`src/rtl/deflate_pkg.sv`:
```
// Shared constants, types and helpers for the fixed-Huffman (BTYPE=01) DEFLATE packer.
package deflate_pkg;

  localparam int unsigned MAX_CHUNK_BITS = 30;
  localparam int unsigned ACC_W          = 64;
  localparam int unsigned WORD_W         = 32;

  localparam logic [1:0] BTYPE_FIXED = 2'b01;
  localparam logic [8:0] SYM_END     = 9'd256;

  // Fixed literal/length table bands: last symbol of each band, code base, code length
  localparam logic [8:0] LL_BAND0_LAST = 9'd143;
  localparam logic [8:0] LL_BAND1_LAST = 9'd255;
  localparam logic [8:0] LL_BAND2_LAST = 9'd279;
  localparam logic [8:0] LL_BAND0_BASE = 9'h030;
  localparam logic [8:0] LL_BAND1_BASE = 9'h190;
  localparam logic [8:0] LL_BAND3_BASE = 9'h0C0;
  localparam logic [8:0] LL_BAND1_FIRST = 9'd144;
  localparam logic [8:0] LL_BAND3_FIRST = 9'd280;
  localparam logic [3:0] LL_BAND0_LEN  = 4'd8;
  localparam logic [3:0] LL_BAND1_LEN  = 4'd9;
  localparam logic [3:0] LL_BAND2_LEN  = 4'd7;
  localparam logic [3:0] LL_BAND3_LEN  = 4'd8;

  localparam logic [4:0] DIST_CODE_LEN = 5'd5;
  localparam logic [4:0] END_CODE_LEN  = 5'd7;
  localparam logic [4:0] HDR_LEN       = 5'd3;

  typedef enum logic [1:0] {
    ST_IDLE,
    ST_ACTIVE,
    ST_FLUSH
  } pk_state_t;

  // One stage-1 entry: LSB-first bit chunk, its length, and end-of-final-block marker
  typedef struct packed {
    logic [MAX_CHUNK_BITS-1:0] bits;
    logic [4:0]                nbits;
    logic                      last;
  } chunk_t;

  // Reverse the low 'len' bits of a Huffman code so its MSB goes out first
  function automatic logic [8:0] bitrev(input logic [8:0] code, input logic [3:0] len);
    logic [8:0] r;
    r = '0;
    for (int unsigned i = 0; i < 9; i++) begin
      r[i] = code[8-i];
    end
    return r >> (4'd9 - len);
  endfunction

endpackage

```
`src/rtl/fixed_huffman_code_lut.sv`:
```
// Combinational fixed-table lookup: lit/len symbol and distance symbol to
// bit-reversed Huffman codes ready for LSB-first packing.
module fixed_huffman_code_lut
  import deflate_pkg::*;
(
  input  logic [8:0] symbol,
  input  logic [4:0] dist_symbol,
  output logic [8:0] ll_code_rev,
  output logic [3:0] ll_len,
  output logic [4:0] dist_code_rev
);

  logic [8:0] ll_code;

  // Select the lit/len band, form the canonical code, then reverse it
  always_comb begin
    ll_code = '0;
    ll_len  = LL_BAND0_LEN;
    if (symbol <= LL_BAND0_LAST) begin
      ll_code = LL_BAND0_BASE + symbol;
      ll_len  = LL_BAND0_LEN;
    end else if (symbol <= LL_BAND1_LAST) begin
      ll_code = LL_BAND1_BASE + (symbol - LL_BAND1_FIRST);
      ll_len  = LL_BAND1_LEN;
    end else if (symbol <= LL_BAND2_LAST) begin
      ll_code = symbol - SYM_END;
      ll_len  = LL_BAND2_LEN;
    end else begin
      ll_code = LL_BAND3_BASE + (symbol - LL_BAND3_FIRST);
      ll_len  = LL_BAND3_LEN;
    end
    ll_code_rev = bitrev(ll_code, ll_len);
  end

  // Distance codes are a flat 5-bit code equal to the symbol
  always_comb begin
    dist_code_rev = '0;
    for (int unsigned i = 0; i < 5; i++) begin
      dist_code_rev[i] = dist_symbol[4-i];
    end
  end

endmodule

```
`src/rtl/fixed_huffman_bit_packer.sv`:
```
// DEFLATE fixed-Huffman bit packer: block headers, symbols and END codes are
// turned into bit chunks (S1), merged into a 64-bit accumulator (S2) and
// emitted LSB-first as 32-bit words, with a byte-padded flush on the final block.
module fixed_huffman_bit_packer
  import deflate_pkg::*;
#(
  parameter bit CHECK_EXCL = 1'b1
)
(
  input  logic        clk,
  input  logic        rst,
  input  logic        i_start,
  input  logic        i_final,
  input  logic        i_end,
  input  logic        i_symbol_en,
  input  logic [8:0]  i_symbol,
  input  logic [4:0]  i_len_ebits,
  input  logic [2:0]  i_len_ecnt,
  input  logic [4:0]  i_dist_symbol,
  input  logic [11:0] i_dist_ebits,
  input  logic [3:0]  i_dist_ecnt,
  output logic        o_en,
  output logic [31:0] o_data,
  output logic [2:0]  o_byte_cnt,
  output logic        o_last
);

  pk_state_t state_q, state_d;
  logic      final_q, final_d;

  logic [8:0] ll_code_rev;
  logic [3:0] ll_len;
  logic [4:0] dist_code_rev;

  logic [4:0]  le_mask;
  logic [11:0] de_mask;
  logic [4:0]  off_le, off_dc, off_de;
  chunk_t      sym_chunk;

  chunk_t s1_d, s1_q;
  logic   s1_valid_d, s1_valid_q;

  logic [ACC_W-1:0] acc_q, acc_d, merged;
  logic [5:0]       cnt_q, cnt_d, sum;

  logic        en_d, last_d;
  logic [31:0] data_d;
  logic [2:0]  bcnt_d;

  fixed_huffman_code_lut u_lut (
    .symbol        (i_symbol),
    .dist_symbol   (i_dist_symbol),
    .ll_code_rev   (ll_code_rev),
    .ll_len        (ll_len),
    .dist_code_rev (dist_code_rev)
  );

  // Assemble one symbol's chunk: litlen code, len extra, dist code, dist extra
  always_comb begin
    le_mask   = (5'd1 << i_len_ecnt) - 5'd1;
    de_mask   = (12'd1 << i_dist_ecnt) - 12'd1;
    off_le    = {1'b0, ll_len};
    off_dc    = off_le + {2'b00, i_len_ecnt};
    off_de    = off_dc + DIST_CODE_LEN;
    sym_chunk = '0;
    if (i_symbol > SYM_END) begin
      sym_chunk.bits  = MAX_CHUNK_BITS'(ll_code_rev)
                      | (MAX_CHUNK_BITS'(i_len_ebits & le_mask) << off_le)
                      | (MAX_CHUNK_BITS'(dist_code_rev) << off_dc)
                      | (MAX_CHUNK_BITS'(i_dist_ebits & de_mask) << off_de);
      sym_chunk.nbits = off_de + {1'b0, i_dist_ecnt};
    end else begin
      sym_chunk.bits  = MAX_CHUNK_BITS'(ll_code_rev);
      sym_chunk.nbits = off_le;
    end
  end

  // Block FSM and S1 chunk selection; priority start > end > symbol
  always_comb begin
    state_d    = state_q;
    final_d    = final_q;
    s1_valid_d = 1'b0;
    s1_d       = '0;
    unique case (state_q)
      ST_IDLE: begin
        if (i_start) begin
          state_d    = ST_ACTIVE;
          final_d    = i_final;
          s1_valid_d = 1'b1;
          s1_d.bits  = MAX_CHUNK_BITS'({BTYPE_FIXED, i_final});
          s1_d.nbits = HDR_LEN;
        end
      end
      ST_ACTIVE: begin
        // A start here is illegal and wins priority, so it swallows the cycle
        if (!i_start) begin
          if (i_end) begin
            s1_valid_d = 1'b1;
            s1_d.nbits = END_CODE_LEN;
            s1_d.last  = final_q;
            state_d    = final_q ? ST_FLUSH : ST_IDLE;
          end else if (i_symbol_en) begin
            s1_valid_d = 1'b1;
            s1_d       = sym_chunk;
          end
        end
      end
      ST_FLUSH: begin
        // END has been merged once S1 drains; the pad/emit happens on this edge
        if (!s1_valid_q) state_d = ST_IDLE;
      end
      default: state_d = ST_IDLE;
    endcase
  end

  // S2: merge S1 chunk at bit cnt, peel off full words, pad-and-flush at block end
  always_comb begin
    merged = acc_q | (ACC_W'(s1_q.bits) << cnt_q);
    sum    = cnt_q + {1'b0, s1_q.nbits};
    acc_d  = acc_q;
    cnt_d  = cnt_q;
    en_d   = 1'b0;
    data_d = '0;
    bcnt_d = '0;
    last_d = 1'b0;
    if (s1_valid_q) begin
      if (sum >= 6'(WORD_W)) begin
        en_d   = 1'b1;
        data_d = merged[WORD_W-1:0];
        bcnt_d = 3'd4;
        last_d = s1_q.last && (sum == 6'(WORD_W));
        acc_d  = merged >> WORD_W;
        cnt_d  = sum - 6'(WORD_W);
      end else begin
        acc_d = merged;
        cnt_d = sum;
      end
    end else if (state_q == ST_FLUSH && cnt_q != '0) begin
      en_d   = 1'b1;
      data_d = acc_q[WORD_W-1:0];
      bcnt_d = 3'((cnt_q + 6'd7) >> 3);
      last_d = 1'b1;
      acc_d  = '0;
      cnt_d  = '0;
    end
  end

  // State, S1, accumulator and registered outputs
  always_ff @(posedge clk) begin
    if (rst) begin
      state_q    <= ST_IDLE;
      final_q    <= 1'b0;
      s1_valid_q <= 1'b0;
      s1_q       <= '0;
      acc_q      <= '0;
      cnt_q      <= '0;
      o_en       <= 1'b0;
      o_data     <= '0;
      o_byte_cnt <= '0;
      o_last     <= 1'b0;
    end else begin
      state_q    <= state_d;
      final_q    <= final_d;
      s1_valid_q <= s1_valid_d;
      s1_q       <= s1_d;
      acc_q      <= acc_d;
      cnt_q      <= cnt_d;
      o_en       <= en_d;
      o_data     <= data_d;
      o_byte_cnt <= bcnt_d;
      o_last     <= last_d;
    end
  end

  generate
    if (CHECK_EXCL) begin : g_excl
      a_excl: assert property (@(posedge clk) disable iff (rst)
                               $onehot0({i_start, i_end, i_symbol_en}));
    end
  endgenerate

endmodule

```
`config.mk`:
```
export PLATFORM = sky130hd
export DESIGN_NAME = fixed_huffman_bit_packer
export DESIGN_NICKNAME = d
export VERILOG_FILES = /design/src/rtl/deflate_pkg.sv /design/src/rtl/fixed_huffman_code_lut.sv /design/src/rtl/fixed_huffman_bit_packer.sv
export SDC_FILE = /design/constraint.sdc
export NUM_CORES = 1
export LEC_CHECK = 0
export BUFFER_PORTS_ARGS = -buffer_cell sky130_fd_sc_hd__buf_2
export CAP_MARGIN = 5
export CORE_MARGIN = 3
export CORE_UTILIZATION = 35
export CTS_BUF_LIST = sky130_fd_sc_hd__clkbuf_16
export DETAILED_ROUTE_END_ITERATION = 8
export PLACE_DENSITY = 0.56
export SYNTH_ARGS = -nofsm -noshare
export SYNTH_HDL_FRONTEND = slang
export SYNTH_SLANG_ARGS = --single-unit
```
`constraint.sdc`:
```
create_clock -name clk -period 5.2 [get_ports clk]
set_clock_uncertainty 0.1 [all_clocks]
set_input_delay 0.78 -clock clk [delete_from_list [all_inputs] [get_ports clk]]
set_output_delay 0.78 -clock clk [all_outputs]
set_load 0.02 [all_outputs]
```
[After elaboration in Yosys (flattened, before gate mapping)]
Cells that the tools add are included.
Cells by class
  $add $sub $neg: 15
  order comparisons: 5
  equal/unequal tests: 7
  shift operators: 7
  mux-type cells: 41
  bitwise logic cells: 7
  reduce and logical (&&, ||, !) cells: 8
Operators with widths (count)
  2-to-1 mux 64 bit: 3
  2-to-1 mux 32 bit: 3
  2-to-1 mux 36 bit: 2
  one-hot mux 35 bit (2 select lines): 1
  OR 64 bit: 1
  << shifter 30 x 6 -> 64 bit: 1
  OR 30 bit: 2
  2-to-1 mux 35 bit: 1
  2-to-1 mux 30 bit: 1
  OR 9 x 30 -> 30 bit: 1
  << shifter 12 x 5 -> 30 bit: 1
  << shifter 5 x 4 -> 30 bit: 1
  << shifter 5 x 5 -> 30 bit: 1
  2-to-1 mux 9 bit: 3
  2-to-1 mux 6 bit: 4
  <= comparator 9 x 8 -> 1 bit (second input constant): 2
  subtractor 9 bit (second input constant): 2
  bitwise AND 12 bit: 1
  2-to-1 mux 4 bit: 3
  << shifter 1 x 4 -> 12 bit (first input constant): 1
  subtractor 12 x 1 -> 12 bit (second input constant): 1
  2-to-1 mux 2 bit: 5
  adder 6 x 9 -> 9 bit (first input constant): 1
  adder 8 x 9 -> 9 bit (first input constant): 1
  other kinds (33): 47
Storage, ports and cells
  register bits after elaboration: 147
  bits of input ports: 44
  output and inout bits: 37
  word-level logic and storage cells: 102

[Logic depth before layout (Yosys ltp)]
  depth in word-level cells: 14
  gate-level depth with buffers: 21
  mapped depth without buffers: 19

[Hierarchy]
Synthesis repeated with hierarchy kept, for this count alone.
Unflattened totals
  cells, all modules: 1399
  area, all modules: 11275.8 µm²
By module, submodules not included
  fixed_huffman_bit_packer: instances 1, cells each 1321, area an instance 10659.0 µm², seq. area each 2942.8 µm²
  fixed_huffman_code_lut: instances 1, cells each 78, area an instance 616.8 µm², seq. area each 0.0 µm²

[Worst setup path after synthesis]
No wires, ideal clock.
  path type: input port to flip-flop
  from: in i_symbol[3]
  to: reg s1_q[32] (netlist bit)
  library setup time: 0.128 ns
  arrival time: 4.608 ns
  data required time: 4.972 ns
  setup slack: 0.365 ns
  stages: 18
  path buffers: 3
  cells stage by stage: buf_4 inv_1 ha_1 nand4_1 nand2_1 and3_1 nor2_1 clkbuf_1 ha_1 ha_1 ha_1 or4b_1 a31oi_1 or2_1 buf_4 mux2_2 a222oi_1 nor2_1
On the way
  cells in the longest elaborated chain, start to end: 13
  elaborated cells on any way between the ends: 20
  classes of those cells: add/sub: 2; order compare: 4; shift: 3; mux: 8; bitwise: 3
Ends and longest elaborated chain
  start, declared: RTL line fixed_huffman_bit_packer.sv:16  | input logic [8:0] i_symbol,
  <= comparator 9 bit: RTL line fixed_huffman_code_lut.sv:25  | end else if (symbol <= LL_BAND2_LAST) begin
  2-to-1 mux 4 bit: RTL line fixed_huffman_code_lut.sv:25
  2-to-1 mux 4 bit: RTL line fixed_huffman_code_lut.sv:22  | end else if (symbol <= LL_BAND1_LAST) begin
  2-to-1 mux 4 bit: RTL line fixed_huffman_code_lut.sv:19  | if (symbol <= LL_BAND0_LAST) begin
  adder 4 x 3 -> 5 bit / << shifter 5 x 4 -> 30 bit (equally long branches): RTL line fixed_huffman_bit_packer.sv:63, fixed_huffman_bit_packer.sv:68
  adder 5 x 3 -> 5 bit, or another cell as far along: RTL line fixed_huffman_bit_packer.sv:64  | off_de = off_dc + DIST_CODE_LEN;
  << shifter 12 x 5 -> 30 bit / OR 30 bit (equally long branches): RTL line fixed_huffman_bit_packer.sv:70, fixed_huffman_bit_packer.sv:69
  OR 30 bit: RTL line fixed_huffman_bit_packer.sv:70  | | (MAX_CHUNK_BITS'(i_dist_ebits & de_mask) << off_de);
  2-to-1 mux 35 bit (*): RTL line fixed_huffman_bit_packer.sv:66  | if (i_symbol > SYM_END) begin
  2-to-1 mux 36 bit (*): RTL line fixed_huffman_bit_packer.sv:102  | end else if (i_symbol_en) begin
  2-to-1 mux 30 bit (*): RTL line fixed_huffman_bit_packer.sv:97  | if (i_end) begin
  2-to-1 mux 36 bit (*): RTL line fixed_huffman_bit_packer.sv:96  | if (!i_start) begin
  one-hot mux 35 bit (2 select lines) (*): RTL line fixed_huffman_bit_packer.sv:84  | unique case (state_q)
  end signal, assigned: RTL line fixed_huffman_bit_packer.sv:154  | s1_q <= '0;
  end signal, assigned: RTL line fixed_huffman_bit_packer.sv:165  | s1_q <= s1_d;
  end, declared: RTL line fixed_huffman_bit_packer.sv:40  | chunk_t s1_d, s1_q;
Every way passes the cells marked *; elsewhere a longest branch is shown, timed or not.
A chain may end at the register's enable or synchronous reset.

[Final worst setup path]
  from: in i_symbol[5]
  to: reg s1_q[7] (netlist bit)
On the way
  cells in the longest elaborated chain, start to end: 14
  elaborated cells on any way between the ends: 31
  classes of those cells: add/sub: 9; order compare: 4; shift: 4; mux: 11; bitwise: 3
Ends and longest elaborated chain (RTL line)
  parallel branches: the longest is 9 deep, another holds <= comparator 9 bit
  2-to-1 mux 35 bit (*): fixed_huffman_bit_packer.sv:66
  2-to-1 mux 36 bit (*): fixed_huffman_bit_packer.sv:102
  2-to-1 mux 30 bit (*): fixed_huffman_bit_packer.sv:97
  2-to-1 mux 36 bit (*): fixed_huffman_bit_packer.sv:96
  one-hot mux 35 bit (2 select lines) (*): fixed_huffman_bit_packer.sv:84
Every way passes the cells marked *.

==> flow_metrics.tcl <==
set metrics [dict create \
    initial_core_util_pct 35.74 \
    cp_slowest_cell "or4b_1" \
    track_usage_pct 21.65 \
    utilization_pct 40.37 \
    seq_area_frac_synth_pct 29.39 \
    wirelength_um 33670 \
    async_reset_ff_share_pct 0 \
    cpPeakStageDelay_ps 500 \
    crit_path_frequent_cell "ha_1" \
    crit_type "primary input to flip-flop" \
    antenna_left 0 \
    cp.required_ps 5470 \
    drc_errors 0 \
    worstReg2RegStart "cnt_q[0]" \
    cts_resized 0 \
    route.vias.total 9989 \
    total_leakage_power_nw 4.256 \
    synth_edf_count 0 \
    fin_setup_tns_ps 0 \
    die-height_um 175.1 \
    antenna-diode-count 0 \
    power_density_nw_per_um2 264.8 \
    clk_path_buf_depth 2 \
    htree_levels 4 \
    routabilityCongestion 0.9741 \
    crit_family "simple AND/OR/NAND/NOR gates" \
    yosys.cell_count.top_type "nor2_1" \
    start_kind "primary input" \
    nets 1369 \
    grt_pass1_vias 9237 \
    ir_worst_vdd_mv 0.2348 \
    vias_per_cell 5.900 \
    grt_pass1_wl_um 52850 \
    yosys.area.top_type "dfxtp_1" \
    period_share_pct 83.35 \
    io_buffers 80 \
    dr.pass1.iters 6 \
    drtIter0Drc 1084 \
    synthCells 1270 \
    finalInstanceArea_um2 11310 \
    synthDistinctLibCells 76 \
    grt-ovfl-total 0 \
    clkTransAtPathRegs_ps 60 \
    hp-start "final_q" \
    hold_violations 0 \
    fmax_ghz 0.2307 \
    period_minus_slack_ps 4334 \
    cts_buffers 17 \
    placed_cell_area_um2 10720 \
    drv_slew 0 \
    synth_top_area_share_pct 29.39 \
    relSlewSlack_pct 42.08 \
    core_area_um2 28010 \
    nFillCells 2910 \
    grt_max_degree 76 \
    status "finished, final reports clean" \
    finalPower_mw 2.994 \
    dp_hpwl_um 24860 \
    tightest_slew_ps 862.6 \
    die_w_um 175.1 \
    synthTopCellsByCount "nor2_1, nand2_1, dfxtp_1" \
    clkSinkCount 147 \
    cp-end-kind "flip-flop" \
    path_max_fanout 9 \
    worstSetupStartpoint "i_symbol[5]" \
    finalSetupViolCount 0 \
    cts_hold_buf 0 \
    cts_setup_buffers 0 \
    yosys_most_used_dff "dfxtp_1" \
    syn2layout_area_growth_pct 12.93 \
    cts-root-buf "clkbuf_16" \
    reg2reg_slack_ps 1670 \
    arrival_ps 4600 \
    synthesis.area_um2 10010 \
    rsz0062_at_grt "no" \
    path_buf_inv 3 \
    drv_cap 0 \
    cts_tree "done" \
    std_cell_rows 61 \
    die_area_um2 30670 \
    synth_nets 1337 \
    wl_per_cell_um 19.89 \
    crit_chain "buf_2, inv_1, ha_1, nor4b_4, nand2_1, and3_1, nor2_1, ha_1, ha_1, ha_1, or4b_1, a31oi_1, or2_1, buf_4, nand2b_1, o22ai_1, a211o_1" \
    ys_ff_latch 147 \
    synth.avg_cell_area_um2 7.884 \
    synth.top_cells.by_area "dfxtp_1, mux4_2, nor2_1" \
    hp-class "flip-flop to flip-flop" \
    ys_warn_count 0 \
    clkLatencyLatePin_ps 430 \
    drive_gt1_share_pct 16.65 \
    antenna_found_initial 0 \
    ios 81 \
]
[stage by stage]
step / setup slack, ps / instances / hold slack (ps)
floorplan: 364.6 / 1270 / 329.9
global placement: 549.3 / 1661 / 355.2
detailed placement: 464.8 / 1661 / 358.0
CTS: 910.2 / 1693 / 365.3
global route: 543.7 / 1693 / 401.9
finish: 866.0 / 1693 / 362.6
[final timing paths]
check	depth (start not counted)	to
worst max register to register	10	acc_q[5]
worst min-delay path	2	s1_q[0]
worst min register to register	2	s1_q[0]
worst max-delay path	17	s1_q[7]
[registers in the layout (all words and copies together) (netlist names)]
signal and count:
acc_q 64, cnt_q 6, final_q 1, o_byte_cnt 3, o_data 32, o_en 1
o_last 1, s1_q 36, s1_valid_q 1, state_q 2
[cells by family after synthesis]
family	share of synthesized area (%)
compound gates	26.44
xor+xnor	1.475
fa+ha+maj	3.024
buf+inv	5.224
flops	29.39
mux	14.70
simple gates	19.75
[per-layer routing]
layer	GRT usage (%)	share of wire [%]
met5	0	0
met4	5.652	2.3
met3	3.281	6.4
met2	33.47	44
met1	31.48	47
[layout by cell type, fill, tap and decap left out, types with 8 or more instances in the layout]
master	Yosys	final
mux2i_1	59	59
mux4_2	29	29
dfxtp_1	147	145
o22ai_1	13	13
mux2_2	19	19
nor3_1	19	19
nor2b_1	12	11
or3_1	11	11
nand2b_1	12	12
xnor2_1	13	13
buf_2	10	80
and3_1	12	12
a22o_1	8	8
nand2_1	154	154
buf_4	6	34
o21ai_0	78	78
nand3_1	29	29
a2bb2oi_1	9	9
ha_1	21	21
a211oi_1	8	8
and2_1	9	9
a22oi_1	43	43
inv_1	21	23
nor2_1	162	161
a221oi_1	18	18
a31oi_1	23	23
a21oi_1	119	119
clkbuf_16	0	17
[where the power goes]
group	switching, mW	internal (mW)	leakage (nW)
clock network	0.520	0.711	0.281
registers	0.0104	1.13	1.19
logic	0.397	0.222	2.79
total	0.928	2.07	4.26
[worst reg2reg max path: cells and delay by family, from the launching register on]
kind | cells | cell delay (ps)
DFF | 1 | 580
muxes | 1 | 630
buffers and inverters | 1 | 450
AOI/OAI and AO/OA | 4 | 1190
and+or+nand+nor | 4 | 430
[final cells by class]
| type | count | area, µm² | share of cell area [%] |
|---|---|---|---|
| Clock buffer | 17 | 425.4 | 3.762 |
| Multi-Input combinational cell | 997 | 6556 | 57.98 |
| Inverter | 25 | 93.84 | 0.8299 |
| Tap cell | 378 | 473.0 | 4.183 |
| Sequential cell | 147 | 2945 | 26.05 |
| Timing Repair Buffer | 114 | 655.6 | 5.798 |
| Clock inverter | 15 | 157.7 | 1.394 |
Power figures use the tool's default switching activity.
